--- src/rtl/main_module.sv ---
// Single-cycle 32-bit MIPS subset: one instruction committed per rising clock edge.
// Holds PC, instruction ROM, 32x32 register file, ALU, control decode and data RAM.
// A debug read port exposes GPR[add] on A while dis is high.
module main_module #(
    parameter int IMEM_DEPTH = 32,
    parameter int DMEM_DEPTH = 32
) (
    input  logic        clock,
    input  logic        reset,
    input  logic        dis,
    input  logic [4:0]  add,
    output logic [31:0] A
);

    localparam int IW = $clog2(IMEM_DEPTH);
    localparam int DW = $clog2(DMEM_DEPTH);
    localparam logic [31:0] PC_MASK = 32'(IMEM_DEPTH * 4 - 1);

    localparam logic [5:0] OP_RTYPE = 6'h00;
    localparam logic [5:0] OP_J     = 6'h02;
    localparam logic [5:0] OP_BEQ   = 6'h04;
    localparam logic [5:0] OP_ADDI  = 6'h08;
    localparam logic [5:0] OP_LW    = 6'h23;
    localparam logic [5:0] OP_SW    = 6'h2B;

    localparam logic [5:0] F_ADD = 6'h20;
    localparam logic [5:0] F_SUB = 6'h22;
    localparam logic [5:0] F_AND = 6'h24;
    localparam logic [5:0] F_OR  = 6'h25;
    localparam logic [5:0] F_SLT = 6'h2A;

    typedef enum logic [2:0] {
        ALU_ADD,
        ALU_SUB,
        ALU_AND,
        ALU_OR,
        ALU_SLT
    } alu_op_t;

    logic [31:0] pc;
    logic [31:0] pc_plus4;
    logic [31:0] pc_next;
    logic [31:0] instr;
    logic [IW-1:0] rom_idx;

    logic [31:0] gpr  [32];
    logic [31:0] dmem [DMEM_DEPTH];

    logic [5:0]  opcode;
    logic [5:0]  funct;
    logic [4:0]  rs;
    logic [4:0]  rt;
    logic [4:0]  rd;
    logic [31:0] imm_sext;

    logic        reg_write;
    logic        reg_dst;
    logic        alu_src;
    logic        mem_write;
    logic        mem_to_reg;
    logic        branch;
    logic        jump;
    alu_op_t     alu_op;

    logic [31:0] rs_val;
    logic [31:0] rt_val;
    logic [31:0] alu_b;
    logic [31:0] alu_result;
    logic [DW-1:0] dmem_idx;
    logic [4:0]  wr_addr;
    logic [31:0] wr_data;

    assign rom_idx  = pc[IW+1:2];
    assign opcode   = instr[31:26];
    assign rs       = instr[25:21];
    assign rt       = instr[20:16];
    assign rd       = instr[15:11];
    assign funct    = instr[5:0];
    assign imm_sext = {{16{instr[15]}}, instr[15:0]};

    // Instruction ROM holding the default program; unlisted words are 0 (sll $0 = NOP).
    always_comb begin
        instr = 32'h0000_0000;
        case (rom_idx)
            IW'(0):  instr = 32'h2001_0005; // addi $1,$0,5
            IW'(1):  instr = 32'h2002_0003; // addi $2,$0,3
            IW'(2):  instr = 32'h0022_1820; // add  $3,$1,$2
            IW'(3):  instr = 32'h0022_2022; // sub  $4,$1,$2
            IW'(4):  instr = 32'hAC03_0000; // sw   $3,0($0)
            IW'(5):  instr = 32'h8C05_0000; // lw   $5,0($0)
            IW'(6):  instr = 32'h1021_0001; // beq  $1,$1,+1
            IW'(7):  instr = 32'h2006_0001; // addi $6,$0,1 (skipped)
            IW'(8):  instr = 32'h0800_0008; // j    8
            default: instr = 32'h0000_0000;
        endcase
    end

    // Control decode: unknown opcodes and functs fall through as NOPs.
    always_comb begin
        // NOTE: every output gets a default before the case so no latch is inferred.
        reg_write  = 1'b0;
        reg_dst    = 1'b0;
        alu_src    = 1'b0;
        mem_write  = 1'b0;
        mem_to_reg = 1'b0;
        branch     = 1'b0;
        jump       = 1'b0;
        alu_op     = ALU_ADD;
        case (opcode)
            OP_RTYPE: begin
                reg_dst = 1'b1;
                case (funct)
                    F_ADD: begin reg_write = 1'b1; alu_op = ALU_ADD; end
                    F_SUB: begin reg_write = 1'b1; alu_op = ALU_SUB; end
                    F_AND: begin reg_write = 1'b1; alu_op = ALU_AND; end
                    F_OR:  begin reg_write = 1'b1; alu_op = ALU_OR;  end
                    F_SLT: begin reg_write = 1'b1; alu_op = ALU_SLT; end
                    default: reg_write = 1'b0;
                endcase
            end
            OP_ADDI: begin reg_write = 1'b1; alu_src = 1'b1; end
            OP_LW:   begin reg_write = 1'b1; alu_src = 1'b1; mem_to_reg = 1'b1; end
            OP_SW:   begin mem_write = 1'b1; alu_src = 1'b1; end
            OP_BEQ:  branch = 1'b1;
            OP_J:    jump = 1'b1;
            default: reg_write = 1'b0;
        endcase
    end

    assign rs_val = (rs == 5'd0) ? 32'h0 : gpr[rs];
    assign rt_val = (rt == 5'd0) ? 32'h0 : gpr[rt];
    assign alu_b  = alu_src ? imm_sext : rt_val;

    // ALU: two's-complement wrap-around, signed compare for slt.
    always_comb begin
        alu_result = rs_val + alu_b;
        case (alu_op)
            ALU_ADD: alu_result = rs_val + alu_b;
            ALU_SUB: alu_result = rs_val - alu_b;
            ALU_AND: alu_result = rs_val & alu_b;
            ALU_OR:  alu_result = rs_val | alu_b;
            ALU_SLT: alu_result = {31'b0, $signed(rs_val) < $signed(alu_b)};
            default: alu_result = rs_val + alu_b;
        endcase
    end

    assign dmem_idx = alu_result[DW+1:2];
    assign wr_addr  = reg_dst ? rd : rt;
    assign wr_data  = mem_to_reg ? dmem[dmem_idx] : alu_result;

    // Next PC: jump beats branch, branch taken only when the operands match.
    always_comb begin
        pc_plus4 = pc + 32'd4;
        pc_next  = pc_plus4;
        if (jump)
            pc_next = {pc_plus4[31:28], instr[25:0], 2'b00};
        else if (branch && (rs_val == rt_val))
            pc_next = pc_plus4 + {imm_sext[29:0], 2'b00};
    end

    // PC register, wrapping within the instruction ROM address range.
    always_ff @(posedge clock) begin
        // NOTE: sequential state uses non-blocking assignments so all registers see pre-edge values.
        if (reset)
            pc <= 32'h0;
        else
            pc <= pc_next & PC_MASK;
    end

    // Register file write port; reset clears every GPR and $0 is never written.
    always_ff @(posedge clock) begin
        // NOTE: the register file and data RAM must read zero after reset, so they are built from resettable flops rather than RAM macros.
        if (reset) begin
            for (int i = 0; i < 32; i++)
                gpr[i] <= 32'h0;
        end else if (reg_write && (wr_addr != 5'd0)) begin
            gpr[wr_addr] <= wr_data;
        end
    end

    // Data RAM write port; reset clears every word.
    always_ff @(posedge clock) begin
        if (reset) begin
            for (int i = 0; i < DMEM_DEPTH; i++)
                dmem[i] <= 32'h0;
        end else if (mem_write) begin
            dmem[dmem_idx] <= rt_val;
        end
    end

    // Debug read port, combinational so a write shows right after its edge.
    always_comb begin
        A = 32'h0;
        if (dis && (add != 5'd0))
            A = gpr[add];
    end

endmodule

--- config.mk ---
export PLATFORM = sky130hd
export DESIGN_NAME = main_module
export DESIGN_NICKNAME = d
export VERILOG_FILES = /design/src/rtl/main_module.sv
export SDC_FILE = /design/constraint.sdc
export NUM_CORES = 2
export LEC_CHECK = 0
export ABC_AREA = 0
export CAP_MARGIN = 20
export CELL_PAD_IN_SITES_DETAIL_PLACEMENT = 0
export CELL_PAD_IN_SITES_GLOBAL_PLACEMENT = 1
export CORE_MARGIN = 3
export CORE_UTILIZATION = 58
export CTS_BUF_LIST = sky130_fd_sc_hd__clkbuf_4 sky130_fd_sc_hd__clkbuf_8
export CTS_CLUSTER_DIAMETER = 100
export DETAILED_ROUTE_END_ITERATION = 6
export PLACE_DENSITY_LB_ADDON = 0.15
export SETUP_SLACK_MARGIN = 0.4
export SLEW_MARGIN = 40
export SYNTH_ARGS = -nofsm -noshare
export SYNTH_HDL_FRONTEND = slang
export SYNTH_SLANG_ARGS = --single-unit
export TNS_END_PERCENT = 30
--- constraint.sdc ---
create_clock -name clock -period 10.92 [get_ports clock]
set_input_delay 1.638 -clock clock [delete_from_list [all_inputs] [get_ports clock]]
set_output_delay 1.638 -clock clock [all_outputs]
set_load 0.01 [all_outputs]
After elaboration in Yosys (flattened, before gate mapping)
Memory sizes are Yosys's and may differ from the RTL's. A register that Yosys moved wholly into a read port is not among the register bits.
Index checks and enable logic that the tools add are counted.
{"block": "word_totals", "ram_bits": 2048, "input_bits": 8, "wordCells": 76, "latch_bits": 0, "rom_bits": 272, "register_bits": 7, "memories": 3}
{"block": "op_classes", "n_mul": 0, "add_sub_neg": 4, "n_div": 0, "eq_ne": 15, "reduce_logical": 14, "bitwise_logic": 2, "n_shift": 0, "magnitude_cmp": 1, "mux": 35}
{"name": "dmem", "words": 32, "word_bits": 32, "rd": 1, "rd_ports_with_merged_regs": 0, "wr": 32, "line": "47", "text": "logic [31:0] dmem [DMEM_DEPTH];"}
{"name": "gpr", "words": 32, "word_bits": 32, "rd": 3, "rd_ports_with_merged_regs": 0, "wr": 32, "line": "46", "text": "logic [31:0] gpr [32];"}
{"name": "(name not given)", "words": 16, "word_bits": 17, "rd": 1, "rd_ports_with_merged_regs": 1, "wr": 0, "line": "84", "text": "case (rom_idx)"}
{"operator": "$mux W32", "count": 8}
{"operator": "$pmux W32 S4", "count": 1}
{"operator": "$reduce_or A32 Y1", "count": 2}
{"operator": "$eq A6 B6 Y1 const B", "count": 7}
{"operator": "$add A32 B32 Y32", "count": 1}
{"operator": "$and A32 B32 Y32", "count": 1}
{"operator": "$eq A32 B32 Y1", "count": 1}
{"operator": "$lt A32 B32 Y1", "count": 1}
{"operator": "$or A32 B32 Y32", "count": 1}
{"operator": "$sub A32 B32 Y32", "count": 1}
{"operator": "$mux W1", "count": 17}
{"operator": "$mux W5", "count": 3}
{"operator": "$mux W7", "count": 2}
{"operator": "$pmux W3 S4", "count": 1}
{"operator": "$logic_not A5 Y1", "count": 2}
{"operator": "$reduce_bool A5 Y1", "count": 2}
{"operator": "$add A7 B3 Y7 const B", "count": 1}
{"operator": "$add A7 B7 Y7", "count": 1}
{"operator": "$eq A3 B2 Y1 const B", "count": 2}
{"operator": "$eq A6 B2 Y1 const B", "count": 1}
{"operator": "$eq A6 B3 Y1 const B", "count": 1}
{"operator": "$eq A6 B4 Y1 const B", "count": 1}
{"operator": "$logic_not A6 Y1", "count": 1}
{"operator": "$reduce_or A5 Y1", "count": 1}
{"operator": "8 further kinds", "count": 11}

Logic depth before layout (Yosys ltp)
{"block": "depth", "depth_word": 11, "depth_mapped": 26, "depth_no_buf": 19}

Least setup slack after synthesis
OpenSTA, ideal clock, no wires.
{"block": "synth_timing", "path_type": "reg-to-reg", "start": "reg pc[6]", "end": "mem dmem[8][0] (enable)", "path_buffers": 7, "setup_time_ps": 389, "stages_incl_launch_ff": 22, "t_arrival_ps": 5245, "required_time_ps": 10531, "setup_slack_ps": 5285, "cell_sequence": "dfxtp_1 -> clkbuf_1 -> clkbuf_1 -> clkbuf_1 -> buf_1 -> nor2b_1 -> nand2_1 -> o21ai_0 -> ha_1 -> fa_1 -> a21o_1 -> a21oi_1 -> o21a_1 -> a32oi_1 -> nor2_1 -> clkbuf_1 -> buf_1 -> nand2_1 -> nor2_1 -> nand2_1 -> clkbuf_1 -> nand2_1"}
{"element": "from (decl)", "line": "40", "text": "logic [31:0] pc;"}
{"element": "from (signal assigned)", "line": "167", "text": "pc <= pc_next & PC_MASK;"}
{"element": "to (decl)", "line": "47"}

==> key figures <==
Min path
  – HP Class: flip-flop to flip-flop
  – Cell depth of the worst hold path: 3

Worst setup path
  – Worst setup path class: flip-flop to flip-flop
  – Startpoint types: flip-flop
  – Arr. time, crit path: 8.47 ns
  – CP required: 11.57 ns
  – CP Max Fanout: 43
  – Critical Path End Type: flip-flop
  – R2R depth: 18

Global route
  – Initial antenna violation count: 10
  – First-pass GRT wire length: 331800 µm
  – Overall global routing resource usage: 0.3896
  – Vias in the first global route: 47480
  – Grt ovf: 0
  – Largest net degree at the start of global routing: 158

Pwr
  – Power Dens Cells: 227.5 nW/µm²
  – Flop pwr share: 0.355
  – Logic pwr share: 0.390
  – Power Total: 16.36 mW
  – Power share of the clock group: 0.255
  – Leak: 26.89 nW
  – Max IR drop VDD: 243.9 µV
  – Sw Share: 0.4129
  – Cell internal pwr: 9.606 mW
  – Psw: 6.756 mW

Logic synthesis
  – Synthesized area: 66010 µm²
  – Post-synth EDFFs: 1279
  – Cells after Synth: 6131
  – Top-area cell type share of the netlist area: 0.5819
  – Avg Synthesized Cell Area: 10.77 µm²
  – Area leader, netlist: edfxtp_1
  – Post-synthesis sequential element count: 1299
  – Yosys warnings: 0
  – Ys async rst share: 0
  – Distinct cell type count of the synthesized netlist: 101
  – Sequential share of the synthesized area: 0.5879
  – Largest cells by area after synthesis: edfxtp_1, nor2_1, mux2i_1, nand2_1, nand3_1
  – Top FF cell, synth: edfxtp_1

Clocking
  – Postcts setup bufs: 0
  – CTS root buffer: clkbuf_8
  – CTS tree: built
  – Sink Count: 1299
  – Hold-fix buffers, CTS: 0
  – Clock buffer count from CTS: 211
  – CTS H-tree lvls: 4
  – Worst skew pair latency: 0.95 ns
  – Clk pin slew, worst setup/hold paths: 0.06 ns
  – Clock buffer depth: 3
  – PostCTS Resize Cnt: 0

Timing
  – Setup violators final: 0
  – Worst Hold Slack: 0.7010 ns
  – Worst slew pin tran: 0.9011 ns
  – Final Slew Violations: 0
  – Clk_skew: 0.07626 ns
  – Rel. slew slack: 0.3978
  – RSZ-0062 raised after global routing: false
  – Min cycle time layout: 7.816 ns
  – Fmax: 0.1279 GHz
  – Final period utilization: 0.7157
  – Final hold vios: 0
  – TNS Setup: 0 ns

Floorplanning
  – Die height: 343.4 µm
  – Initial Utilization: 0.5859
  – Site Rows: 123
  – Die area: 117900 µm²
  – Core area: 112700 µm²
  – Die width: 343.4 µm
  – Ports: 40

Detailed routing
  – Drt total wl: 229700 µm
  – Vias/cell: 6.510
  – Number of remaining DRC errors: 0
  – Antenna Nets Post-Route: 0
  – Vias: 50300
  – Drt pass-1 iters: 6
  – Number of DRC markers in iteration 0: 6881
  – Routed wire length per instance: 29.73 µm

Layout
  – Synth-to-layout area growth: 8.975%
  – Most common cell after layout, fill and taps aside: nor2_1
  – Fillers: 9009
  – Nets: 6177
  – Area occupied by multi-input gates: 24980 µm²
  – Ratio of cells with drive above 1 in the final layout: 0.1122
  – Most frequent cells in the layout: nor2_1, edfxtp_1, nand2_1, nand3_1, mux2i_1
  – Register area: 38810 µm²

Place
  – # port buffers: 39
  – Dpl hpwl: 143500 µm
  – GP Congestion: 0.9990

Flow run
  – Maxcap violations: 0

Status
  – Status: complete, no violations
## power groups by stage
stage                     registers (mW)  clock network (mW)  logic [mW]
after floorplan                     5.85                   0        3.96
after global placement              5.90                   0        6.09
after detailed placement            5.90                   0        6.15
after CTS                           5.80                4.20        6.17
after global routing                5.82                4.42        6.69
final                               5.81                4.18        6.38
## state kept, by name (all words and copies together) (netlist names), named ones only
register	cells
dmem	1024
pc	5
gpr	255
## per-layer routing
metal | share of wire | global-route usage | wire length (µm) | vias up
met3 | 0.12 | 0.1095 | 28180 | 591
met2 | 0.44 | 0.5818 | 101900 | 3191
met1 | 0.38 | 0.5278 | 87080 | 24830
met5 | 0.00040 | 0 | 92 | -
met4 | 0.054 | 0.1916 | 12500 | 14
li1 | - | - | - | 21680
## metrics by stage
stage | std cells | area, µm² | utilization | setup WS, ns
6_report | 7727 | 71930 | 0.6385 | 3.104
5_1_grt | 7725 | 71930 | 0.6385 | 2.733
4_1_cts | 7721 | 71870 | 0.6380 | 3.149
3_5_place_dp | 7339 | 67790 | 0.6017 | 3.164
3_3_place_gp | 7336 | 67600 | 0.6001 | 2.855
2_1_floorplan | 6161 | 66120 | - | 5.285
## final timing paths
check,slack (ns),to,start
worst min-delay path,0.70,pc[2],pc[2]
worst max register to register,3.10,dmem[10][12],flip-flop
worst max-delay path,3.10,dmem[10][12],flip-flop
worst min register to register,0.70,pc[2],pc[2]
## cell type report
type	instances	share of cell area
Antenna cell	5	0.0001739
Multi-Input combinational cell	4222	0.3473
Inverter	116	0.006053
Clock inverter	98	0.008506
Timing Repair Buffer	203	0.02395
Tap cell	1500	0.02609
Clock buffer	284	0.04834
Sequential cell	1299	0.5396
## cell families after synthesis
kind of cell,synth area share
buffers and inverters,0.04098
DFF,0.5879
xor gates and xnor gates,0.002654
AOI/OAI and AO/OA,0.06691
adders and majority gates,0.02233
muxes,0.08786
and+or+nand+nor,0.1913
other,0.00005681
## worst max-delay path, cell delays in order, from the launching register on
cell	delay (ns)
dfxtp_4	0.79
buf_4	0.48
mux2i_1	0.16
a22oi_1	0.23
or3b_2	0.50
buf_4	0.29
o21ai_0	0.49
inv_1	0.19
fa_1	0.47
inv_1	0.07
a32oi_1	0.10
a22oi_1	0.61
or2_4	0.67
buf_4	0.52
nor2_1	0.31
nand2_1	0.18
buf_4	0.36
nand2_1	0.55
buf_4	0.44
## cell usage after synthesis, drive strengths merged (43+ instances only)
library cell,instances
o21ai,84
nand3,409
nor3,94
inv,115
nor3b,43
edfxtp,1279
clkbuf,342
mux4,81
mux2i,363
a22oi,43
o221ai,45
ha,113
nand2,841
buf,182
a21oi,111
nor2,1365
Note: power is estimated with default switching activity, not from simulation.
